### src/rtl/multi_id_buffering.sv
// multi_id_buffering: two-beat request buffer that parks masked IDs in a FIFO drained only in device opmode.
// Defining MBUF_FILL_LEVEL_EN adds the registered fill_level_o occupancy port.
module multi_id_buffering #(
    parameter int DATA_W = 16,
    parameter int ID_W = 3,
    parameter int DEPTH = 8,
    parameter logic [2**ID_W-1:0] BUF_ID_MASK = 8'b0010_0000
) (
    input  logic                   clk,
    input  logic                   reset,
    input  logic                   req_tvalid_i,
    input  logic [ID_W-1:0]        req_tid_i,
    input  logic [DATA_W-1:0]      req_tdata_i,
    output logic                   req_tready_o,
    output logic                   dev_valid_o,
    output logic [DATA_W+ID_W-1:0] dev_addr_o,
    output logic [DATA_W-1:0]      dev_data_o,
    input  logic                   dev_ready_i,
    input  logic                   dev_opmode_i
`ifdef MBUF_FILL_LEVEL_EN
    ,
    output logic [$clog2(DEPTH+1)-1:0] fill_level_o
`endif
);
    localparam int AW = DATA_W + ID_W;
    localparam int EW = AW + DATA_W;
    localparam int PW = $clog2(DEPTH);
    localparam int CW = $clog2(DEPTH + 1);
    typedef enum logic [1:0] {IDLE, DATA, SEND, DRAIN} state_t;
    state_t state, state_n;
    logic [EW-1:0] mem [DEPTH];
    logic [PW-1:0] wr_ptr, rd_ptr;
    logic [CW-1:0] count;
    logic [AW-1:0] hdr, out_addr;
    logic [DATA_W-1:0] out_data;
    logic full, empty, pop, push, hdr_buf;
    assign full = count == CW'(DEPTH);
    assign empty = count == '0;
    assign hdr_buf = BUF_ID_MASK[hdr[ID_W-1:0]];
    // Draining wins over a new address beat in IDLE
    assign pop = state == IDLE && dev_opmode_i && !empty;
    assign push = state == DATA && req_tvalid_i && hdr_buf;
    assign dev_valid_o = state == SEND || state == DRAIN;
    assign dev_addr_o = dev_valid_o ? out_addr : '0;
    assign dev_data_o = dev_valid_o ? out_data : '0;
`ifdef MBUF_FILL_LEVEL_EN
    assign fill_level_o = count;
`endif
    always_comb begin
        req_tready_o = 1'b0;
        state_n = state;
        case (state)
            IDLE: begin
                req_tready_o = !reset && !pop && !(BUF_ID_MASK[req_tid_i] && full);
                state_n = pop ? DRAIN : ((req_tvalid_i && req_tready_o) ? DATA : IDLE);
            end
            DATA: begin
                req_tready_o = !reset;
                state_n = req_tvalid_i ? (hdr_buf ? IDLE : SEND) : DATA;
            end
            default: state_n = dev_ready_i ? IDLE : state;
        endcase
    end
    always_ff @(posedge clk) begin
        if (reset) begin
            state <= IDLE;
            wr_ptr <= '0;
            rd_ptr <= '0;
            count <= '0;
            hdr <= '0;
            out_addr <= '0;
            out_data <= '0;
        end else begin
            state <= state_n;
            if (state == IDLE && req_tvalid_i && req_tready_o) hdr <= {req_tdata_i, req_tid_i};
            if (state == DATA && req_tvalid_i && !hdr_buf) begin
                out_addr <= hdr;
                out_data <= req_tdata_i;
            end
            if (pop) begin
                {out_addr, out_data} <= mem[rd_ptr];
                rd_ptr <= rd_ptr + 1'b1;
            end
            if (push) wr_ptr <= wr_ptr + 1'b1;
            count <= push ? count + 1'b1 : (pop ? count - 1'b1 : count);
        end
    end
    always_ff @(posedge clk) begin
        if (push && !reset) mem[wr_ptr] <= {hdr, req_tdata_i};
    end
endmodule

### config.mk
export PLATFORM = sky130hd
export DESIGN_NAME = multi_id_buffering
export DESIGN_NICKNAME = d
export VERILOG_FILES = /design/src/rtl/multi_id_buffering.sv
export SDC_FILE = /design/constraint.sdc
export NUM_CORES = 1
export LEC_CHECK = 0
export ABC_CLOCK_PERIOD_IN_PS = 10900
export CAP_MARGIN = 0
export CELL_PAD_IN_SITES_DETAIL_PLACEMENT = 1
export CELL_PAD_IN_SITES_GLOBAL_PLACEMENT = 2
export CORE_ASPECT_RATIO = 1.75
export CORE_MARGIN = 2
export CORE_UTILIZATION = 50
export DETAILED_ROUTE_END_ITERATION = 10
export HOLD_SLACK_MARGIN = 0.15
export PLACE_DENSITY = 0.95
export SYNTH_ARGS = -nofsm -noshare
export SYNTH_HDL_FRONTEND = slang
export SYNTH_SLANG_ARGS = --single-unit
### constraint.sdc
create_clock -name clk -period 10.9 [get_ports clk]
set_input_delay 2.18 -clock clk [delete_from_list [all_inputs] [get_ports clk]]
set_output_delay 2.18 -clock clk [all_outputs]
set_load 0.05 [all_outputs]
== After elaboration in Yosys (flattened, before gate mapping) ==
Memories as Yosys holds them, arrays and structs flattened. A register that Yosys moved wholly into a read port is not among the register bits.
Index checks and enable logic that the tools add are counted.

* Bits in registers: 66
* Bits in writable memories: 280
* Memory bits (read-only): 16
* Bits of input ports: 24
* Output and inout bits: 37
* Logic and storage cells: 66
* Memories kept: 3

* $add $sub $neg: 4
* $lt $le $gt $ge: 2
* Equal/unequal tests: 4
* Mux-type cells: 23
* Reductions and logical operators: 23

{| class="wikitable"
|+ Memories
! memory !! words !! bits a word !! read ports !! clocked after memory_dff !! wr ports !! line !! text
|-
| mem || 8 || 35 || 1 || 1 || 1 || 31 || <nowiki>logic [EW-1:0] mem [DEPTH];</nowiki>
|-
| (no name shown) || 8 || 1 || 1 || 0 || 0 || 54 || <nowiki>req_tready_o = !reset && !pop && !(BUF_ID_MASK[req_tid_i] && full);</nowiki>
|-
| (no name shown) || 8 || 1 || 1 || 1 || 0 || 39 || <nowiki>assign hdr_buf = BUF_ID_MASK[hdr[ID_W-1:0]];</nowiki>
|}

{| class="wikitable"
|+ Operator list
! kind !! number
|-
| $mux 19 || 3
|-
| $mux 16 || 3
|-
| $logic_and 1x1->1 || 12
|-
| $mux 3 || 4
|-
| $lt 3x4->1 const B || 2
|-
| $mux 2 || 4
|-
| $mux 4 || 2
|-
| $add 3x1->3 const B || 2
|-
| $logic_not 1->1 || 5
|-
| $mux 1 || 5
|-
| $add 4x1->4 const B || 1
|-
| $eq 2x2->1 const B || 2
|-
| $eq 4x4->1 const B || 1
|-
| $logic_not 4->1 || 1
|-
| $pmux 2 s2 || 1
|-
| $reduce_bool 2->1 || 2
|-
| $sub 4x1->4 const B || 1
|-
| $reduce_bool 3->1 || 1
|-
| $eq 2x1->1 const B || 1
|-
| $logic_not 2->1 || 1
|-
| $pmux 1 s2 || 1
|-
| $logic_or 1x1->1 || 1
|}

== Depth between registers and ports, before layout ==
Gate-level depths: netlist (run 1).

* Depth after elaboration: 10
* Gate-level depth with buffers: 8

== Worst setup path after synthesis (run 1) ==
No wires, ideal clock.

* Path type: input to register
* Start point: input req_tvalid_i
* End point: memory mem[0][0] (netlist name) (enable)
* Arrival time: 6.343 ns
* Required time: 10.373 ns
* Slack: 4.030 ns
* Stages: 4
* Path through: and4b_1 -> clkbuf_1 -> inv_2 -> nor4b_1

* Longest elaborated chain between the ends: 5

{| class="wikitable"
|+ RTL lines
! element !! line !! text
|-
| from (decl) || 11 || <nowiki>input logic req_tvalid_i,</nowiki>
|-
| $logic_and 1x1->1 (2 in a row) || 42 || <nowiki>assign push = state == DATA && req_tvalid_i && hdr_buf;</nowiki>
|-
| $logic_and 1x1->1 || 89 || <nowiki>if (push && !reset) mem[wr_ptr] <= {hdr, req_tdata_i};</nowiki>
|-
| $mux 1 || 89 ||
|-
| $mux 1 (not written as such) || 89 ||
|-
| to (decl) || 31 ||
|}

No other way between the ends.

== Worst setup path after layout (run 1) ==
* Start point: input req_tid_i[1]
* End point: output req_tready_o

* Longest elaborated chain between the ends: 6

{| class="wikitable"
|+ RTL lines
! element !! line !! text
|-
| from (decl) || 12 || <nowiki>input logic [ID_W-1:0] req_tid_i,</nowiki>
|-
| $mem_v2 8x1 || - ||
|-
| $mux 1 (not written as such) || 54 ||
|-
| $logic_and 1x1->1 || 54 ||
|-
| $logic_not 1->1 || 54 ||
|-
| $logic_and 1x1->1 || 54 ||
|-
| $pmux 1 s2 || 52 || <nowiki>case (state)</nowiki>
|-
| to (decl) || 14 || <nowiki>output logic req_tready_o,</nowiki>
|}

No other way between the ends. The select of a mux whose other input is x is not followed.

==> results of run 1 <==
## layer usage
metal	wire (um)	vias up	global-route usage
met4	1470	0	0.113
li1	-	3238	-
met5	0	-	0
met3	1600	91	0.0232
met2	18300	274	0.417
met1	12400	3860	0.291
## per-stage QoR
step           setup WS, ps   util  power [mW]  hold WS (ps)  cell area (um2)
6_report               4750  0.578        3.30           540            16100
5_1_grt                4650  0.578        3.41           561            16100
4_1_cts                4720  0.578        3.33           537            16100
3_5_place_dp           4750  0.542        2.24           517            15100
3_3_place_gp           4760  0.542        2.21           500            15100
2_1_floorplan          4030      -        2.07           490            14100
## cell families (layout without fill, tap and decap cells)
group / after synthesis / in the layout
multiplexers: 110 / 110
AO/OA/AOI/OAI: 122 / 122
AND/OR/NAND/NOR: 132 / 132
XOR/XNOR: 6 / 6
buffers and inverters: 61 / 135
adder cells (fa/ha/maj): 5 / 5
flip-flops: 350 / 350
## registers in the layout, indices dropped and copies added (netlist names), named ones only
register  count
out_addr     19
hdr_buf       1
rd_ptr        3
out_data     16
state         2
count         4
mem         280
hdr          19
wr_ptr        3
## power by group through the flow
stage	Combinational [mW]	Sequential [mW]	Clock, mW
final	0.582	1.63	1.09
after global placement	0.557	1.65	0
after floorplan	0.482	1.59	0
after detailed placement	0.583	1.66	0
after global routing	0.627	1.64	1.14
after CTS	0.589	1.63	1.10
## layout by cell type, fill, tap and decap left out, drive strengths merged, types with 9 or more instances in the layout
cell type	n
clkbuf	40
dfxtp	70
o211ai	20
nand3	20
edfxtp	280
a211oi	72
mux4	70
mux2i	39
and2	35
nand2	9
nor2	16
buf	18
a21oi	23
clkdlybuf4s50	59
clkinv	10
nor2b	36
## area by class of cell
class,instances,area (um2),share of cell area
repair buffers,77,726,0.0452
clock buffers,40,840,0.0523
inverters,2,7.51,0.000467
clock inverters,16,161,0.0100
flip-flops and latches,350,9820,0.611
multi-input cells,375,4050,0.252
well taps,373,467,0.0291
## critical path, delay by kind of cell
| kind | cells | cell delay [ps] |
|---|---|---|
| buffers and inverters | 2 | 1320 |
| AO/OA/AOI/OAI | 2 | 300 |
| AND/OR/NAND/NOR | 1 | 170 |
## final timing paths
check                               from                  endpoint  slack (ps)  cells after the start
hold reg to reg   rd_ptr[2]$_SDFFE_PP0P_                 flip-flop         540                      2
hold / removal    rd_ptr[2]$_SDFFE_PP0P_                 flip-flop         540                      2
setup reg to reg   state[1]$_SDFFE_PP0P_  out_data[4]$_SDFFE_PP0P_        7850                      5
setup / recovery            req_tid_i[1]              req_tready_o        4750                      5
==> metrics, run 1 <==
post-cts sizing count=0; Synthesized Nets=815; worst rel slew slack=0.296; die area=29500 um2; arrival time worst endpoint=3970 ps; cell-internal power=2.39 mW; Top Ports=61; clock network power share=0.329; drt pass-1 iters=5; switching power=913 uW; XOR/XNOR share of the synthesized area=0.00374; die width=131 um; drc violations=0; Leak=4.90 nW; clk_lat worst skew=570 ps; clock sink total=350; ys flop type=edfxtp_1; drt total wl=33700 um; share of layout cells above drive strength 1=0.231; startpoint class of the critical path=primary input; Synth Area in Simple Gates=0.0551; Compound-Gate Fraction of Synth Area=0.0776; largest family of logic cells by synthesized area=multiplexers; GRT Total Usage=0.237; hold_buf cts=0; Cell Rows=81; adder-cell share of the synthesized area=0.00498; RSZ-0062 raised after global routing=no; FFs w/ async S/R, synth=0; core area=27800 um2; outcome=completed; Final nets=865; DR WL/cell=27.3 um; H-tree lvl count=1; Syn Inst Count=786; via count=7463; CP Max Fanout=4; PwrDens=205 nW/um2; switch share=0.277; min cycle time layout=6150 ps; setup_tns=0 ps; Flop pwr share=0.494; synthesis-stage register bit count=350; Logic pwr share=0.176; routability cong.=0.727; max_cap viols=0; kind of critical path=in2out; final period utilization=0.564; initial DRC count=533; Avg Inst Size Synth=17.9 um2; fill cell total of the finished layout=2519; port bufs=60; final hold vios=0; CP max stage delay=850 ps; Synth area leader=edfxtp_1; Initial Util=0.507; chip height=226 um; worst endpoint required time=8720 ps; Area Overhead vs Synth=14.2%; initial antenna violation count=0; Layout Skew=16.3 ps; count of final max-slew check failures=0; Peak VDD IR=181 uV; post-synthesis mux area share=0.141; placed cell count=1177; Routed Antenna Nets=0; number of vias per cell=6.05; top cells by area, synth=edfxtp_1 60%, mux4_2 11%, dfxtp_1 10%; Ys Warns=0; Root Buffer=clkbuf_16; TritonCTS clock tree=built; top post-synthesis cells by count=280 x edfxtp_1, 70 x dfxtp_1, 70 x mux4_2, 48 x a211oi_2, 39 x mux2i_1; leading cell type by number of instances after synthesis=edfxtp_1; global-route wire length before repair=51000 um; Worst-path clk slew=70 ps; GR Overflow Total=0; Post-DP HPWL=19000 um; Clock Path Buffers=3; Cell variety after synth=43; Hold Path Class=reg2reg; Cell Area, Synth=14100 um2; worst slew pin tran=1060 ps; post-synth top area share=0.598; pin count of the biggest net entering global routing=71; EDFF count, synth=280; slowest CP cell=clkdlybuf4s50_1; Cell Chain, Critical Path=clkdlybuf4s50_1 -> nand3b_1 -> o21bai_1 -> a211oi_1 -> clkdlybuf4s50_1; Worst Setup End Kind=output port; post-synthesis sequential area ratio=0.697; fin cells=1233; most used cell, CP=clkdlybuf4s50_1; Antenna Cells=0; final setup fails=0; Post-CTS Setup Repair Bufs=0; vias in the first global route=8350; Inserted Clock Buffers=30; f_max=163 MHz
Power figures use the tool's default switching activity.
==> run 2, diff against run 1 <==
==> config.mk (replaced) <==
export PLATFORM = sky130hd
export DESIGN_NAME = multi_id_buffering
export DESIGN_NICKNAME = d
export VERILOG_FILES = /design/src/rtl/multi_id_buffering.sv
export SDC_FILE = /design/constraint.sdc
export NUM_CORES = 1
export LEC_CHECK = 0
export ABC_CLOCK_PERIOD_IN_PS = 6030
export CAP_MARGIN = 0
export CELL_PAD_IN_SITES_DETAIL_PLACEMENT = 1
export CELL_PAD_IN_SITES_GLOBAL_PLACEMENT = 2
export CORE_ASPECT_RATIO = 1.75
export CORE_MARGIN = 2
export CORE_UTILIZATION = 46
export DETAILED_ROUTE_END_ITERATION = 10
export HOLD_SLACK_MARGIN = 0.15
export PLACE_DENSITY = 0.91
export SYNTH_ARGS = -nofsm -noshare
export SYNTH_HDL_FRONTEND = slang
export SYNTH_SLANG_ARGS = --single-unit
==> constraint.sdc (replaced) <==
create_clock -name clk -period 6.03 [get_ports clk]
set_input_delay 1.206 -clock clk [delete_from_list [all_inputs] [get_ports clk]]
set_output_delay 1.206 -clock clk [all_outputs]
set_load 0.05 [all_outputs]
==> run 2 against run 1 <==
Effect of this change: die area increased by 8.5%; sequential cell count unchanged; clock-buffer cell count increased by 2; wire length decreased by 5.1%; sequential power increased by 82%; sequential share of layout area increased by 0.19 points; final cell count increased by 0.89%; combinational power increased by 74%.
==> metrics, run 2 (synthesis results as in run 1) <==
outcome=completed; arrival time worst endpoint=3010 ps; final setup fails=0; die width=136 um; f_max=237 MHz; post-layout util=0.533; Antenna Cells=0; worst slew pin tran=1140 ps; vias in the first global route=8124; TritonCTS clock tree=built; Post-DP HPWL=18600 um; fill cell total of the finished layout=2772; reg-to-reg endpoint=mem[1][19]$_DFFE_PP_; core area=30100 um2; Worst-path clk slew=60 ps; Top Ports=61; Clock Path Buffers=3; hold slack=532 ps; GRT Total Usage=0.206; Largest register FFs=280; clk_lat worst skew=560 ps; Hold Path Class=reg2reg; post-cts sizing count=0; Root Buffer=clkbuf_16; Routed Antenna Nets=0; number of vias per cell=5.93; port bufs=60; Layout Skew=17.6 ps; kind of critical path=in2out; die area=32100 um2; routability cong.=0.735; Cell Rows=84; Initial Util=0.468; worst endpoint required time=4820 ps; drc violations=0; max_cap viols=0; PwrDens=365 nW/um2; Leak=4.87 nW; hold depth=2; count of final max-slew check failures=0; clock sink total=350; final period utilization=0.699; Reg area=9820 um2; multi-input logic area=4050 um2; global-route wire length before repair=49500 um; CP Max Fanout=4; pin count of the biggest net entering global routing=71; worst reg-to-reg path cell count=4; Reg with most FFs=mem; reg2reg start=state[1]$_SDFFE_PP0P_; GR Overflow Total=0; min cycle time layout=4210 ps; hold path start=rd_ptr[2]$_SDFFE_PP0P_; RSZ-0062 raised after global routing=no; Area Overhead vs Synth=13.8%; Peak VDD IR=249 uV; commonest non-fill, non-tap cell in the layout=edfxtp_1; Final nets=864; worst rel slew slack=0.235; drt pass-1 iters=4; via count=7373; drt total wl=32000 um; initial DRC count=591; DR WL/cell=25.7 um; share of layout cells above drive strength 1=0.231; Inserted Clock Buffers=29; Worst R2R Setup Slack=2910 ps; initial antenna violation count=0; final hold vios=0; setup_tns=0 ps; Worst Setup End Kind=output port; startpoint class of the critical path=primary input; H-tree lvl count=1; chip height=235 um; Post-CTS Setup Repair Bufs=0; hold_buf cts=0; most frequent cells in the layout=280 x edfxtp_1, 70 x mux4_2, 66 x dfxtp_1; largest registers=mem x280, hdr x19, out_addr x19
## run 2: layout make-up
cell class / instances / area share
sequential: 350 / 0.613
inverter: 2 / 0.000469
timing repair buffer: 77 / 0.0453
multi-input combinational: 375 / 0.253
clock buffer: 42 / 0.0515
tap: 387 / 0.0302
clock inverter: 11 / 0.00680
## run 2: how the worst max path moves through the flow
stage / from / endpoint / slack, ps / cells after the start
after global routing: req_tid_i[1] / req_tready_o / 1760 / 5
after global placement: req_tid_i[1] / req_tready_o / 1840 / 5
final: req_tid_i[1] / req_tready_o / 1820 / 5
after CTS: req_tid_i[1] / req_tready_o / 1810 / 5
after detailed placement: req_tid_i[1] / req_tready_o / 1820 / 5
after floorplan: req_tvalid_i / mem[0][0]$_DFFE_PP_ / 130 / 4
## run 2: per-layer routing
layer | up-vias | GRT usage | part of all wire
met3 | 61 | 0.0252 | 0.038
li1 | 3237 | - | -
met5 | - | 0 | 0
met1 | 3893 | 0.253 | 0.38
met2 | 182 | 0.370 | 0.55
met4 | 0 | 0.0720 | 0.029
## run 2: stage by stage
step                      power, mW  area [um2]  setup slack, ps  std cells
after floorplan                3.74       14100              134        786
after global placement         4.00       15100             1840       1191
after detailed placement       4.04       15100             1820       1191
after CTS                      5.89       16000             1810       1244
after global routing           6.07       16000             1760       1244
final                          5.84       16000             1820       1244
## run 2: power by group
group          switching [mW]  total [mW]  internal, mW
Sequential              0.218        2.97          2.75
Combinational           0.552        1.01         0.458
Clock                   0.828        1.86          1.03
Total                    1.60        5.84          4.24
## run 2: critical path: stages
cell	delay [ps]
clkdlybuf4s50_1	480
nand3b_1	180
o21bai_1	80
a211oi_1	210
clkdlybuf4s50_1	850
